### src/rtl/io_bus_arbiter.sv
// Round-robin ownership controller for a shared bidirectional bus.
// Inserts a driverless turnaround gap and reclaims over-long holds.
module io_bus_arbiter #(
  parameter int N        = 4,
  parameter int TA       = 2,
  parameter int MAX_HOLD = 8,
  parameter int IDW      = $clog2(N)
) (
  input  logic           clk,
  input  logic           rst,
  input  logic [N-1:0]   req,
  input  logic [N-1:0]   done,
  output logic [N-1:0]   grant,
  output logic [IDW-1:0] owner,
  output logic           owner_valid,
  output logic           bus_turn,
  output logic           timeout
);

  localparam int HW = (MAX_HOLD > 1) ? $clog2(MAX_HOLD) : 1;
  localparam int TW = (TA > 1) ? $clog2(TA) : 1;

  typedef enum logic [1:0] {
    IDLE,
    OWN,
    TURN
  } state_t;

  state_t         state;
  logic [IDW-1:0] ptr;
  logic [HW-1:0]  hold;
  logic [TW-1:0]  turn_cnt;

  logic [IDW-1:0] win;
  logic [IDW-1:0] win_nxt;
  logic [IDW:0]   scan;
  logic           found;
  logic           rel_user;
  logic           rel_force;

  // First requester at or after ptr, wrapping modulo N.
  always_comb begin
    win   = '0;
    found = 1'b0;
    scan  = '0;
    for (int k = 0; k < N; k++) begin
      scan = {1'b0, ptr} + (IDW+1)'(k);
      if (scan >= (IDW+1)'(N))
        scan = scan - (IDW+1)'(N);
      if (!found && req[scan[IDW-1:0]]) begin
        found = 1'b1;
        win   = scan[IDW-1:0];
      end
    end
  end

  assign win_nxt = (win == IDW'(N-1)) ? '0 : win + IDW'(1);

  assign rel_user  = done[owner] | ~req[owner];
  assign rel_force = (MAX_HOLD != 0)
                   && (hold == HW'(MAX_HOLD-1))
                   && !rel_user;

  always_ff @(posedge clk or posedge rst) begin
    if (rst) begin
      state       <= IDLE;
      ptr         <= '0;
      hold        <= '0;
      turn_cnt    <= '0;
      grant       <= '0;
      owner       <= '0;
      owner_valid <= 1'b0;
      bus_turn    <= 1'b0;
      timeout     <= 1'b0;
    end else begin
      timeout <= 1'b0;
      unique case (state)
        IDLE: begin
          if (found) begin
            state       <= OWN;
            grant       <= {{(N-1){1'b0}}, 1'b1} << win;
            owner       <= win;
            owner_valid <= 1'b1;
            hold        <= '0;
            ptr         <= win_nxt;
          end
        end
        OWN: begin
          if (rel_user || rel_force) begin
            state       <= TURN;
            grant       <= '0;
            owner_valid <= 1'b0;
            bus_turn    <= 1'b1;
            turn_cnt    <= TW'(TA-1);
            timeout     <= rel_force;
          end else begin
            hold <= hold + HW'(1);
          end
        end
        TURN: begin
          if (turn_cnt == '0) begin
            bus_turn <= 1'b0;
            if (found) begin
              state       <= OWN;
              grant       <= {{(N-1){1'b0}}, 1'b1} << win;
              owner       <= win;
              owner_valid <= 1'b1;
              hold        <= '0;
              ptr         <= win_nxt;
            end else begin
              state <= IDLE;
            end
          end else begin
            turn_cnt <= turn_cnt - TW'(1);
          end
        end
        default: state <= IDLE;
      endcase
    end
  end

endmodule
### config.mk
export PLATFORM = sky130hd
export DESIGN_NAME = io_bus_arbiter
export DESIGN_NICKNAME = d
export VERILOG_FILES = /design/src/rtl/io_bus_arbiter.sv
export SDC_FILE = /design/constraint.sdc
export NUM_CORES = 1
export LEC_CHECK = 0
export ABC_CLOCK_PERIOD_IN_PS = 1800
export CAP_MARGIN = 20
export CORE_UTILIZATION = 40
export CTS_BUF_LIST = sky130_fd_sc_hd__clkbuf_8 sky130_fd_sc_hd__clkbuf_16
export CTS_CLUSTER_SIZE = 30
export DETAILED_ROUTE_END_ITERATION = 6
export DONT_BUFFER_PORTS = 1
export HOLD_SLACK_MARGIN = 0.12
export SLEW_MARGIN = 15
export SYNTH_ARGS = -nofsm -noshare
export SYNTH_HDL_FRONTEND = slang
export SYNTH_SLANG_ARGS = --single-unit
export TNS_END_PERCENT = 30
### constraint.sdc
create_clock -name clk -period 1.8 [get_ports clk]
set_input_delay 0.36 -clock clk [delete_from_list [all_inputs] [get_ports clk]]
set_output_delay 0.36 -clock clk [all_outputs]
set_load 0.02 [all_outputs]
=== Yosys cells after proc, flatten, opt, wreduce, memory -nomap -nowiden ===
Index checks and enable logic that the tools add are counted.

* $add $sub $neg: 10
* $lt $le $gt $ge: 9
* Bitwise logic cells: 2
* Shifts and indexed selects: 1
* Reduce and logical (&&, ||, !) cells: 19
* Equality and inequality tests: 8
* Mux-type cells: 55

{| class="wikitable"
|+ Operators by type and width
! operator !! number
|-
| $mux 2 || 16
|-
| $mux 1 || 19
|-
| $lt 2x3->1 const B || 5
|-
| $bmux 1 s2 || 6
|-
| $mux 4 || 3
|-
| $pmux 4 s3 || 1
|-
| $reduce_and 3->1 || 4
|-
| $ge 3x3->1 const B || 3
|-
| $mux 3 || 3
|-
| $pmux 3 s3 || 1
|-
| $ne 2x2->1 const B || 4
|-
| $pmux 2 s2 || 2
|-
| $sub 2x1->2 const B || 4
|-
| $add 2x2->3 const B || 2
|-
| $pmux 2 s3 || 1
|-
| $eq 2x2->1 const B || 2
|-
| $logic_and 1x1->1 || 4
|-
| $logic_not 1->1 || 4
|-
| $pmux 1 s2 || 2
|-
| $reduce_and 2->1 || 2
|-
| $reduce_bool 2->1 || 2
|-
| $shl 1x2->4 const A || 1
|-
| $add 2x1->3 const B || 1
|-
| $add 3x1->3 const B || 1
|-
| other kinds (11) || 11
|}

* Output and inout port bits: 9
* Input bits: 10
* Word-level logic and storage cells: 113
* Register bits: 17

=== Logic depth before layout (Yosys ltp) ===
Gate-level depths: netlist of run 1.

* Depth in word-level cells: 19
* Mapped depth: 6
* Mapped depth without buffers: 6

=== Worst setup path after synthesis of run 1 ===
Ideal clock, no wire load.

* Kind: register -> register
* Start point: register owner[1]
* End point: register hold[1]
* Period minus slack after synthesis: 1,861 ps
* Data required time: 1,675 ps
* Cell stages (with the launch flop): 4
* Slack: -61 ps
* Path buffers: 0
* Arrival time: 1,736 ps
* Library setup time: 125 ps
* Cell sequence: dfrtp_1 -> mux4_2 -> or3_4 -> mux2_4

* Longest elaborated chain between the ends: 9
* Elaborated cells on any way between the ends: 11
* Those cells by class: 1 x eq/ne; 4 x mux; 2 x bitwise; 4 x reduce/logical

{| class="wikitable"
|+ Ends and longest elaborated chain
! item !! RTL line !! RTL
|-
| from (decl) || 14 || <nowiki>output logic [IDW-1:0] owner,</nowiki>
|-
| from (signal assigned) || 82 || <nowiki>owner <= win;</nowiki>
|-
| from (signal assigned) || 106 || <nowiki>owner <= win;</nowiki>
|-
| $bmux 1 s2 || 59 || <nowiki>assign rel_user = done[owner] | ~req[owner];</nowiki>
|-
| $mux 1 (not written as such) || 59 ||
|-
| $not 1->1 || 59 ||
|-
| $or 1x1->1 * || 59 ||
|-
| $logic_not 1->1 || 62 || <nowiki>&& !rel_user;</nowiki>
|-
| $logic_and 1x1->1 || 62 ||
|-
| $logic_or 1x1->1 * || 89 || <nowiki>if (rel_user || rel_force) begin</nowiki>
|-
| $ne 2x2->1 (no line) * || -- ||
|-
| $reduce_and 3->1 (no line) * || -- ||
|-
| to (signal assigned) || 97 || <nowiki>hold <= hold + HW'(1);</nowiki>
|-
| to (decl) || 31 || <nowiki>logic [HW-1:0] hold;</nowiki>
|}

Mark *: on every way between the ends. The rest lies on a longest branch, timed or not. The select of a mux whose other input is x is not followed.
A chain may end at the register's enable or synchronous reset.

=== Worst setup path in the final report of run 1 ===
* Start point: register owner[1]
* End point: register grant[3]

* Longest elaborated chain between the ends: 9
* Elaborated cells on any way between the ends: 11
* Those cells by class: 1 x eq/ne; 4 x mux; 2 x bitwise; 4 x reduce/logical

{| class="wikitable"
|+ Ends and longest elaborated chain
! item !! RTL line !! RTL
|-
| $bmux 1 s2 || 59 ||
|-
| $mux 1 (not written as such) || 59 ||
|-
| $not 1->1 || 59 ||
|-
| $or 1x1->1 * || 59 ||
|-
| $logic_not 1->1 || 62 ||
|-
| $logic_and 1x1->1 || 62 ||
|-
| $logic_or 1x1->1 * || 89 ||
|-
| $ne 2x2->1 (no line) * || -- ||
|-
| $reduce_and 3->1 (no line) * || -- ||
|-
| to (signal assigned) || 81 || <nowiki>grant <= {{(N-1){1'b0}}, 1'b1} << win;</nowiki>
|-
| to (signal assigned) || 105 || <nowiki>grant <= {{(N-1){1'b0}}, 1'b1} << win;</nowiki>
|-
| to (decl) || 13 || <nowiki>output logic [N-1:0] grant,</nowiki>
|}

Marks and branches as above.

==> impl_metrics.env, run 1 <==
export IMPL_dpl_instance_area_um2=963
export IMPL_final_cell_mix="dfrtp_1, inv_1, nand2b_1, buf_4, ha_1"
export IMPL_core_mm2=0.00202
export IMPL_clk_latency_ps=260
export IMPL_cp_start_kind="flip-flop"
export IMPL_layout_cells_non_filler=115
export IMPL_cellPowerDensity_mw_per_mm2=1650
export IMPL_vias=598
export IMPL_first_global_vias=600
export IMPL_status="finished, final reports clean"
export IMPL_grt_pass1_wl_um=2910
export IMPL_dp_cells=110
export IMPL_synth_edf_count=0
export IMPL_fmax_mhz=580
export IMPL_period_minus_slack_ps=1720
export IMPL_clk_path_buf_depth=2
export IMPL_ys_seq_area_frac=0.483
export IMPL_r2r_cells=5
export IMPL_cts_tree="done"
export IMPL_yosys_area_top_type_share=0.483
export IMPL_grt_antenna_before_repair=0
export IMPL_crit_path_top_delay_cell="mux4_2"
export IMPL_fin_area_mm2=0.00103
export IMPL_yosysUniqueCellTypes=26
export IMPL_root_buffer="clkbuf_8"
export IMPL_syn_nets=93
export IMPL_drt_first_pass_iters=2
export IMPL_slowest_delay_ps=500
export IMPL_finalMaxSlewViolations=0
export IMPL_power_leakage_nw=0.501
export IMPL_cts_sinks=17
export IMPL_critPathKind="reg -> reg"
export IMPL_dp_hpwl_um=1290
export IMPL_place_ws_ps=9.46
export IMPL_netlist_area_um2=881
export IMPL_nets=105
export IMPL_synth_area_leaders="dfrtp_1, ha_1, nand2b_1, a22o_1, mux2_2"
export IMPL_r2r_end="grant[3]"
export IMPL_synth_area_per_cell_um2=11.4
export IMPL_die_x_um=48.9
export IMPL_syn_to_final_growth_pct=16.8
export IMPL_yosysWarnings=0
export IMPL_drc=0
export IMPL_grt_overflow_total=0
export IMPL_r2r_start="owner[1]"
export IMPL_worstPathCellList="mux4_2 > buf_4 > o31ai_1 > buf_4 > a22o_1"
export IMPL_cts_htree_levels=1
export IMPL_die_height_um=48.9
export IMPL_min_to="ptr[0]"
export IMPL_dieArea_mm2=0.00239
export IMPL_endpoint_kind="flip-flop"
export IMPL_cp_common_cell="buf_4"
export IMPL_initial_utilization=0.436
export IMPL_drive_gt1_frac=0.239
export IMPL_ios=19
export IMPL_port_buffers=0
export IMPL_fin_crit_sh=0.957
export IMPL_critPathMaxFanout=4
export IMPL_hold_class="in -> reg"
export IMPL_peakVddDrop_uv=776
export IMPL_cp_required_ps=2000
export IMPL_final_common_cell="dfrtp_1"
export IMPL_viasPerCell=5.20
export IMPL_holdPathStages=3
export IMPL_setup_ws_ps=76.6
export IMPL_cts_setup_buffers=0
export IMPL_synth_top_area_cell="dfrtp_1"
export IMPL_row_count=16
export IMPL_diodes=0
export IMPL_hold_viol=0
export IMPL_numCtsBuffers=3
export IMPL_wl_per_cell_um=15.3
export IMPL_cp_arrival_ps=1920
export IMPL_synth_seq_cells=17
export IMPL_dominantRegCellSynth="dfrtp_1"
export IMPL_finalSetupViolations=0
export IMPL_fin_skew_ps=13.0
export IMPL_synthCells=77
export IMPL_reg2reg_slack_ps=80
export IMPL_relSlewSlack=0.569
export IMPL_holdCritStartpoint="req[0]"
export IMPL_clk_pin_slew_ps=80
export IMPL_tightest_slew_ps=646
export IMPL_grt_start_max_net_pins=18
export IMPL_ant_nets=0
export IMPL_track_usage=0.166
export IMPL_drt_iter0_drc=4
export IMPL_routed_wl_um=1770
export IMPL_cap_violations=0
export IMPL_rsz0062_at_grt="no"
export IMPL_gp_congestion=0.755
export IMPL_async_flop_share=1.00
worst max-delay path: cells and delay by family (launching register included):
| kind | cells | cell delay (ps) |
|---|---|---|
| buf+inv | 2 | 350 |
| flops | 1 | 370 |
| mux | 1 | 500 |
| compound gates | 2 | 430 |
cells by family after synthesis:
family	share of synthesized area
flip-flops	0.483
multiplexers	0.121
buffers and inverters	0.0355
AND/OR/NAND/NOR	0.126
AO/OA/AOI/OAI	0.149
adder cells (fa/ha/maj)	0.0852
where the power goes:
part | internal [mW] | switching (mW)
Combinational | 0.356 | 0.337
Sequential | 0.528 | 0.181
Clock | 0.156 | 0.142
flip-flops by register name, indices dropped and copies added (netlist names):
signal       cells
bus_turn         1
grant            4
hold             3
owner            2
owner_valid      1
ptr              2
state            2
timeout          1
turn_cnt         1
final cells by class:
type	instances	area, um^2
Sequential cell	17	428
Inverter	7	26.3
Fill cell	192	993
Multi-Input combinational cell	52	429
Clock inverter	1	7.51
Tap cell	27	33.8
Timing Repair Buffer	8	62.6
Clock buffer	3	41.3
worst max-delay path by stage:
| stage | start | to | slack [ps] | cells after the start |
|---|---|---|---|---|
| 4_1_cts | owner[1] | hold[2] | 80 | 3 |
| 5_1_grt | owner[1] | grant[3] | 3 | 5 |
| 3_3_place_gp | done[3] | hold[2] | 30 | 4 |
| 2_1_floorplan | done[3] | hold[1] | -0.8 | 4 |
| 6_report | owner[1] | grant[3] | 80 | 5 |
| 3_5_place_dp | done[3] | hold[2] | 9 | 4 |
Yosys cell counts, types with 2 or more instances:
master / number
mux2_2: 3
nor2_1: 2
mux2_4: 2
nand2_1: 4
a22o_1: 4
nor2b_1: 2
dfrtp_1: 17
o21ai_0: 3
a21oi_1: 5
mux2i_1: 2
nand2b_1: 7
ha_1: 6
inv_1: 7
through the flow:
stage / total power [mW] / hold WS [ps] / setup TNS (ps) / utilization
finish: 1.70 / 494 / 0 / 0.509
global placement: 1.37 / 363 / 0 / 0.476
detailed placement: 1.40 / 380 / 0 / 0.476
global route: 1.83 / 501 / 0 / 0.509
floorplan: 1.16 / 286 / -1.52 / -
CTS: 1.70 / 491 / 0 / 0.506
what timing repair did:
action	4_1_cts	5_1_grt
gates resized for setup	0	2
endpoints found under the hold margin	17	0
hold buffers	1	0
endpoints found under the setup margin	0	4
layer usage:
layer  part of all wire  GRT usage  vias to the layer above
met4             0.0079     0.0441                        0
met2               0.49      0.264                       10
met5                  0          0                        -
li1                   -          -                      293
met1               0.47      0.206                      293
met3              0.039     0.0717                        2
(Power assumes the default switching activity.)
==> run 2: changes to the inputs <==
--- a/config.mk
+++ b/config.mk
@@ -7,12 +7,15 @@
 export LEC_CHECK = 0
 export ABC_CLOCK_PERIOD_IN_PS = 1800
 export CAP_MARGIN = 20
+export CELL_PAD_IN_SITES_DETAIL_PLACEMENT = 1
+export CELL_PAD_IN_SITES_GLOBAL_PLACEMENT = 1
+export CORE_MARGIN = 2
 export CORE_UTILIZATION = 40
-export CTS_BUF_LIST = sky130_fd_sc_hd__clkbuf_8 sky130_fd_sc_hd__clkbuf_16
 export CTS_CLUSTER_SIZE = 30
 export DETAILED_ROUTE_END_ITERATION = 6
 export DONT_BUFFER_PORTS = 1
 export HOLD_SLACK_MARGIN = 0.12
+export PLACE_DENSITY_LB_ADDON = 0.1
 export SLEW_MARGIN = 15
 export SYNTH_ARGS = -nofsm -noshare
 export SYNTH_HDL_FRONTEND = slang
==> run 2 against run 1 <==
Effect of this change:
- clock-buffer cell count increased by 1
- register-to-register slack about the same
- flip-flop and latch count unchanged
- via count increased by 3.8%
- utilization decreased by 0.68 points
- combinational power increased by 6.4%
- die area increased by 8.3%
- non-clock buffer count increased by 2
- final cell count increased by 1.7%
- global-route usage decreased by 0.22 points
- cell area decreased by 1.3%
- largest cell class is now flip-flops and latches
==> impl_metrics.env, run 2 (same netlist as run 1, synthesis figures left out) <==
export IMPL_grt_start_max_net_pins=18
export IMPL_finalSetupViolations=0
export IMPL_period_minus_slack_ps=1730
export IMPL_numCtsBuffers=3
export IMPL_power_leakage_nw=0.503
export IMPL_final_cell_mix="dfrtp_1, buf_4, inv_1, nand2b_1, ha_1"
export IMPL_relSlewSlack=0.567
export IMPL_die_x_um=50.9
export IMPL_peakVddDrop_uv=751
export IMPL_whs_ps=493
export IMPL_tightest_slew_ps=649
export IMPL_row_count=16
export IMPL_critPathKind="reg -> reg"
export IMPL_initial_utilization=0.436
export IMPL_critPathMaxFanout=4
export IMPL_routed_wl_um=1760
export IMPL_p_seq_frac=0.423
export IMPL_combPwrFrac=0.452
export IMPL_cts_resized=0
export IMPL_grt_overflow_total=0
export IMPL_hold_class="reg -> reg"
export IMPL_p_sw_mw=0.640
export IMPL_crit_start="owner[1]"
export IMPL_dp_hpwl_um=1290
export IMPL_status="finished, final reports clean"
export IMPL_ios=19
export IMPL_sw_frac_of_total=0.393
export IMPL_dp_cells=111
export IMPL_regMostFlops="grant"
export IMPL_vias=621
export IMPL_grt_antenna_before_repair=0
export IMPL_cap_violations=0
export IMPL_endpoint_kind="flip-flop"
export IMPL_wl_per_cell_um=15.0
export IMPL_port_buffers=0
export IMPL_drc=0
export IMPL_clkPwrFrac=0.125
export IMPL_cp_arrival_ps=1910
export IMPL_cts_htree_levels=1
export IMPL_first_global_vias=684
export IMPL_track_usage=0.164
export IMPL_layout_cells_non_filler=117
export IMPL_cp_start_kind="flip-flop"
export IMPL_die_height_um=50.9
export IMPL_cp_required_ps=1980
export IMPL_hold_viol=0
export IMPL_drive_gt1_frac=0.222
export IMPL_clk_latency_ps=280
export IMPL_fin_skew_ps=2.31
export IMPL_drt_iter0_drc=4
export IMPL_finalMaxSlewViolations=0
export IMPL_cts_sinks=17
export IMPL_viasPerCell=5.31
export IMPL_final_common_cell="dfrtp_1"
export IMPL_holdCritStartpoint="hold[0]"
export IMPL_fmax_mhz=576
export IMPL_diodes=0
export IMPL_drt_first_pass_iters=4
export IMPL_largest_register_ffs=4
export IMPL_root_buffer="clkbuf_4"
export IMPL_nets=107
export IMPL_cellPowerDensity_mw_per_mm2=1610
export IMPL_clk_pin_slew_ps=100
export IMPL_ant_nets=0
export IMPL_total_power_mw=1.63
export IMPL_dieArea_mm2=0.00259
export IMPL_fin_crit_sh=0.964
export IMPL_internal_power_mw=0.989
export IMPL_clk_path_buf_depth=2
export IMPL_setup_tns_ps=0
export IMPL_syn_to_final_growth_pct=15.2
export IMPL_cts_tree="done"
export IMPL_grt_pass1_wl_um=3110
export IMPL_largestRegisters="grant (4), hold (3)"
export IMPL_r2r_start="owner[1]"
export IMPL_core_mm2=0.00202
export IMPL_gp_congestion=0.682
==> run 2: final timing paths <==
check,cells after the start,endpoint,slack (ps)
min in group asynchronous,2,hold[1],600
setup / recovery,3,hold[2],70
setup reg to reg,3,hold[2],70
hold / removal,1,hold[0],490
hold reg to reg,1,hold[0],490
max in group asynchronous,2,owner[1],740
==> run 2: what timing repair did <==
action / CTS / global route
endpoints found under the setup margin: 0 / 3
hold endpoints to repair: 17 / 0
buffers inserted: 0 / 1
hold buffers: 1 / 0
==> run 2: per-layer routing <==
layer / vias up / global-route usage / share of wire
met5: - / 0 / 0
met4: 0 / 0.0676 / 0.0074
met3: 2 / 0.0439 / 0.061
met2: 19 / 0.242 / 0.45
met1: 302 / 0.226 / 0.48
li1: 298 / - / -
==> run 2: area by class of cell <==
class | count | area (um^2)
Clock buffer | 4 | 26.3
Fill cell | 227 | 1010
Inverter | 7 | 26.3
Multi-Input combinational cell | 52 | 424
Sequential cell | 17 | 427
Tap cell | 27 | 33.8
Timing Repair Buffer | 10 | 77.6
==> run 2: critical path: stages (launching register included) <==
cell     delay [ps]
dfrtp_2         380
mux4_2          520
or3_4           420
mux2_4          310
==> run 2: metrics by stage <==
| stage | setup WS [ps] | area (um^2) | utilization |
|---|---|---|---|
| floorplan | -0.762 | 882 | - |
| global route | -0.722 | 1010 | 0.502 |
| global placement | -8.53 | 971 | 0.480 |
| finish | 65.3 | 1010 | 0.502 |
| detailed placement | -34.9 | 971 | 0.480 |
| CTS | 55.0 | 1010 | 0.498 |
==> run 2: power groups by stage <==
stage | logic [mW] | clock network (mW) | registers (mW)
final | 0.736 | 0.203 | 0.690
after global routing | 0.843 | 0.231 | 0.716
after floorplan | 0.455 | 0 | 0.709
after CTS | 0.734 | 0.214 | 0.693
after detailed placement | 0.718 | 0 | 0.701
after global placement | 0.709 | 0 | 0.694
==> run 3: changes to the inputs <==
==> constraint.sdc (replaced) <==
create_clock -name clk -period 1.8 [get_ports clk]
set_input_delay 0.09 -clock clk [delete_from_list [all_inputs] [get_ports clk]]
set_output_delay 0.09 -clock clk [all_outputs]
set_load 0.02 [all_outputs]
==> run 3 against run 2 <==
Effect of this change:
- global-route usage down 0.29 points
- worst hold slack worse by 200 ps
- combinational power down 3%
- critical endpoint unchanged
==> impl_metrics.env, run 3 (same netlist as run 1, synthesis figures left out) <==
export IMPL_status="finished, final reports clean"
export IMPL_cp_required_ps=1980
export IMPL_worst_path_buf_inv=0
export IMPL_hold_class="in -> reg"
export IMPL_drt_iter0_drc=9
export IMPL_ios=19
export IMPL_hold_viol=0
export IMPL_setup_tns_ps=0
export IMPL_clk_pin_slew_ps=100
export IMPL_cp_arrival_ps=1910
export IMPL_viasPerCell=5.24
export IMPL_sw_frac_of_total=0.393
export IMPL_min_to="timeout"
export IMPL_final_cell_mix="dfrtp_1, buf_4, inv_1, nand2b_1, ha_1"
export IMPL_core_mm2=0.00202
export IMPL_fin_skew_ps=4.28
export IMPL_clkPwrFrac=0.123
export IMPL_gp_congestion=0.688
export IMPL_fmax_mhz=579
export IMPL_holdCritStartpoint="req[0]"
export IMPL_row_count=16
export IMPL_reg2reg_slack_ps=70
export IMPL_die_height_um=50.9
export IMPL_relSlewSlack=0.566
export IMPL_drt_first_pass_iters=2
export IMPL_grt_overflow_total=0
export IMPL_wl_per_cell_um=15.0
export IMPL_cellPowerDensity_mw_per_mm2=1600
export IMPL_final_common_cell="dfrtp_1"
export IMPL_syn_to_final_growth_pct=14.6
export IMPL_vias=608
export IMPL_drive_gt1_frac=0.236
export IMPL_crit_path_top_delay_cell="mux4_2"
export IMPL_power_leakage_nw=0.501
export IMPL_tightest_slew_ps=651
export IMPL_fin_area_mm2=0.00101
export IMPL_dpl_instance_area_um2=956
export IMPL_cts_tree="done"
export IMPL_r2r_start="owner[1]"
export IMPL_ant_nets=0
export IMPL_worstPathCellList="mux4_2 > or3_4 > mux2_4"
export IMPL_largest_register_ffs=4
export IMPL_track_usage=0.161
export IMPL_port_buffers=0
export IMPL_clk_latency_ps=280
export IMPL_rsz0062_at_grt="no"
export IMPL_p_seq_frac=0.432
export IMPL_initial_utilization=0.436
export IMPL_internal_power_mw=0.979
export IMPL_finalMaxSlewViolations=0
export IMPL_peakVddDrop_uv=820
export IMPL_fin_crit_sh=0.960
export IMPL_endpoint_kind="flip-flop"
export IMPL_period_minus_slack_ps=1730
export IMPL_numCtsBuffers=3
export IMPL_grt_antenna_before_repair=0
export IMPL_routed_wl_um=1740
export IMPL_grt_pass1_wl_um=3080
export IMPL_critPathMaxFanout=4
export IMPL_r2r_cells=3
export IMPL_nets=106
export IMPL_dp_hpwl_um=1250
export IMPL_cts_htree_levels=1
export IMPL_first_global_vias=646
export IMPL_r2r_end="hold[2]"
export IMPL_cts_sinks=17
export IMPL_largestRegisters="grant (4), hold (3)"
export IMPL_holdPathStages=4
export IMPL_critPathKind="reg -> reg"
export IMPL_cp_start_kind="flip-flop"
export IMPL_cap_violations=0
export IMPL_diodes=0
export IMPL_finalSetupViolations=0
export IMPL_drc=0
export IMPL_regMostFlops="grant"
export IMPL_p_sw_mw=0.634
export IMPL_clk_path_buf_depth=2
export IMPL_critPathTopFamily="multiplexers"
export IMPL_combPwrFrac=0.445
export IMPL_die_x_um=50.9
export IMPL_dieArea_mm2=0.00259
export IMPL_total_power_mw=1.61
export IMPL_slowest_delay_ps=510
export IMPL_grt_start_max_net_pins=18
export IMPL_root_buffer="clkbuf_4"
==> run 3: cell count changes in the layout (fill, tap and decap cells not counted), sizes merged <==
| cell | change |
|---|---|
| buf | -1 |
| clkinv | +1 |
| clkbuf | -1 |
==> run 3: power by group through the flow <==
stage,sequential [mW],combinational (mW),clock (mW)
6_report,0.698,0.717,0.198
5_1_grt,0.721,0.818,0.233
4_1_cts,0.695,0.700,0.210
3_5_place_dp,0.703,0.689,0
3_3_place_gp,0.695,0.682,0
2_1_floorplan,0.709,0.455,0
==> run 3: per-layer routing <==
| layer | share of wire | vias to the layer above | global-route usage | routed length [um] |
|---|---|---|---|---|
| met3 | 0.055 | 2 | 0.0497 | 96 |
| met4 | 0.0075 | 0 | 0.0405 | 13 |
| met1 | 0.53 | 290 | 0.246 | 921 |
| met2 | 0.41 | 18 | 0.219 | 713 |
| met5 | 0 | - | 0 | 0 |
| li1 | - | 298 | - | - |
==> run 3: worst reg2reg max path, delay by kind of cell, from the launching register on <==
family,cells,cell delay [ps]
flops,1,380
mux,2,820
simple gates,1,420
==> run 3: area by class of cell <==
class,count,area [um^2]
Inverter,7,26.3
Multi-Input combinational cell,52,424
Sequential cell,17,428
Fill cell,231,1010
Tap cell,27,33.8
Clock buffer,3,22.5
Clock inverter,1,5.00
Timing Repair Buffer,9,70.1
==> run 3: how the worst max path moves through the flow <==
stage	startpoint	to	slack, ps	cells past startpoint
2_1_floorplan	owner[1]	hold[1]	3	3
4_1_cts	ptr[1]	ptr[1]	60	6
3_3_place_gp	ptr[1]	ptr[1]	70	6
5_1_grt	owner[1]	grant[2]	20	5
3_5_place_dp	owner[1]	hold[2]	80	3
6_report	owner[1]	hold[2]	70	3
==> run 3: timing repair <==
item | in CTS | in global routing
hold buffers | 1 | 0
buffers inserted | 0 | 2
gates resized for setup | 0 | 1
hold endpoints to repair | 17 | 0
setup endpoints to repair | 0 | 3
==> run 3: through the flow <==
step | hold slack [ps] | utilization | setup slack, ps | std cells
finish | 296 | 0.499 | 71.7 | 116
global route | 299 | 0.499 | 18.9 | 116
CTS | 183 | 0.491 | 58.9 | 114
detailed placement | 111 | 0.473 | 81.5 | 109
global placement | 101 | 0.473 | 73.1 | 109
floorplan | 16.0 | - | 3.20 | 77
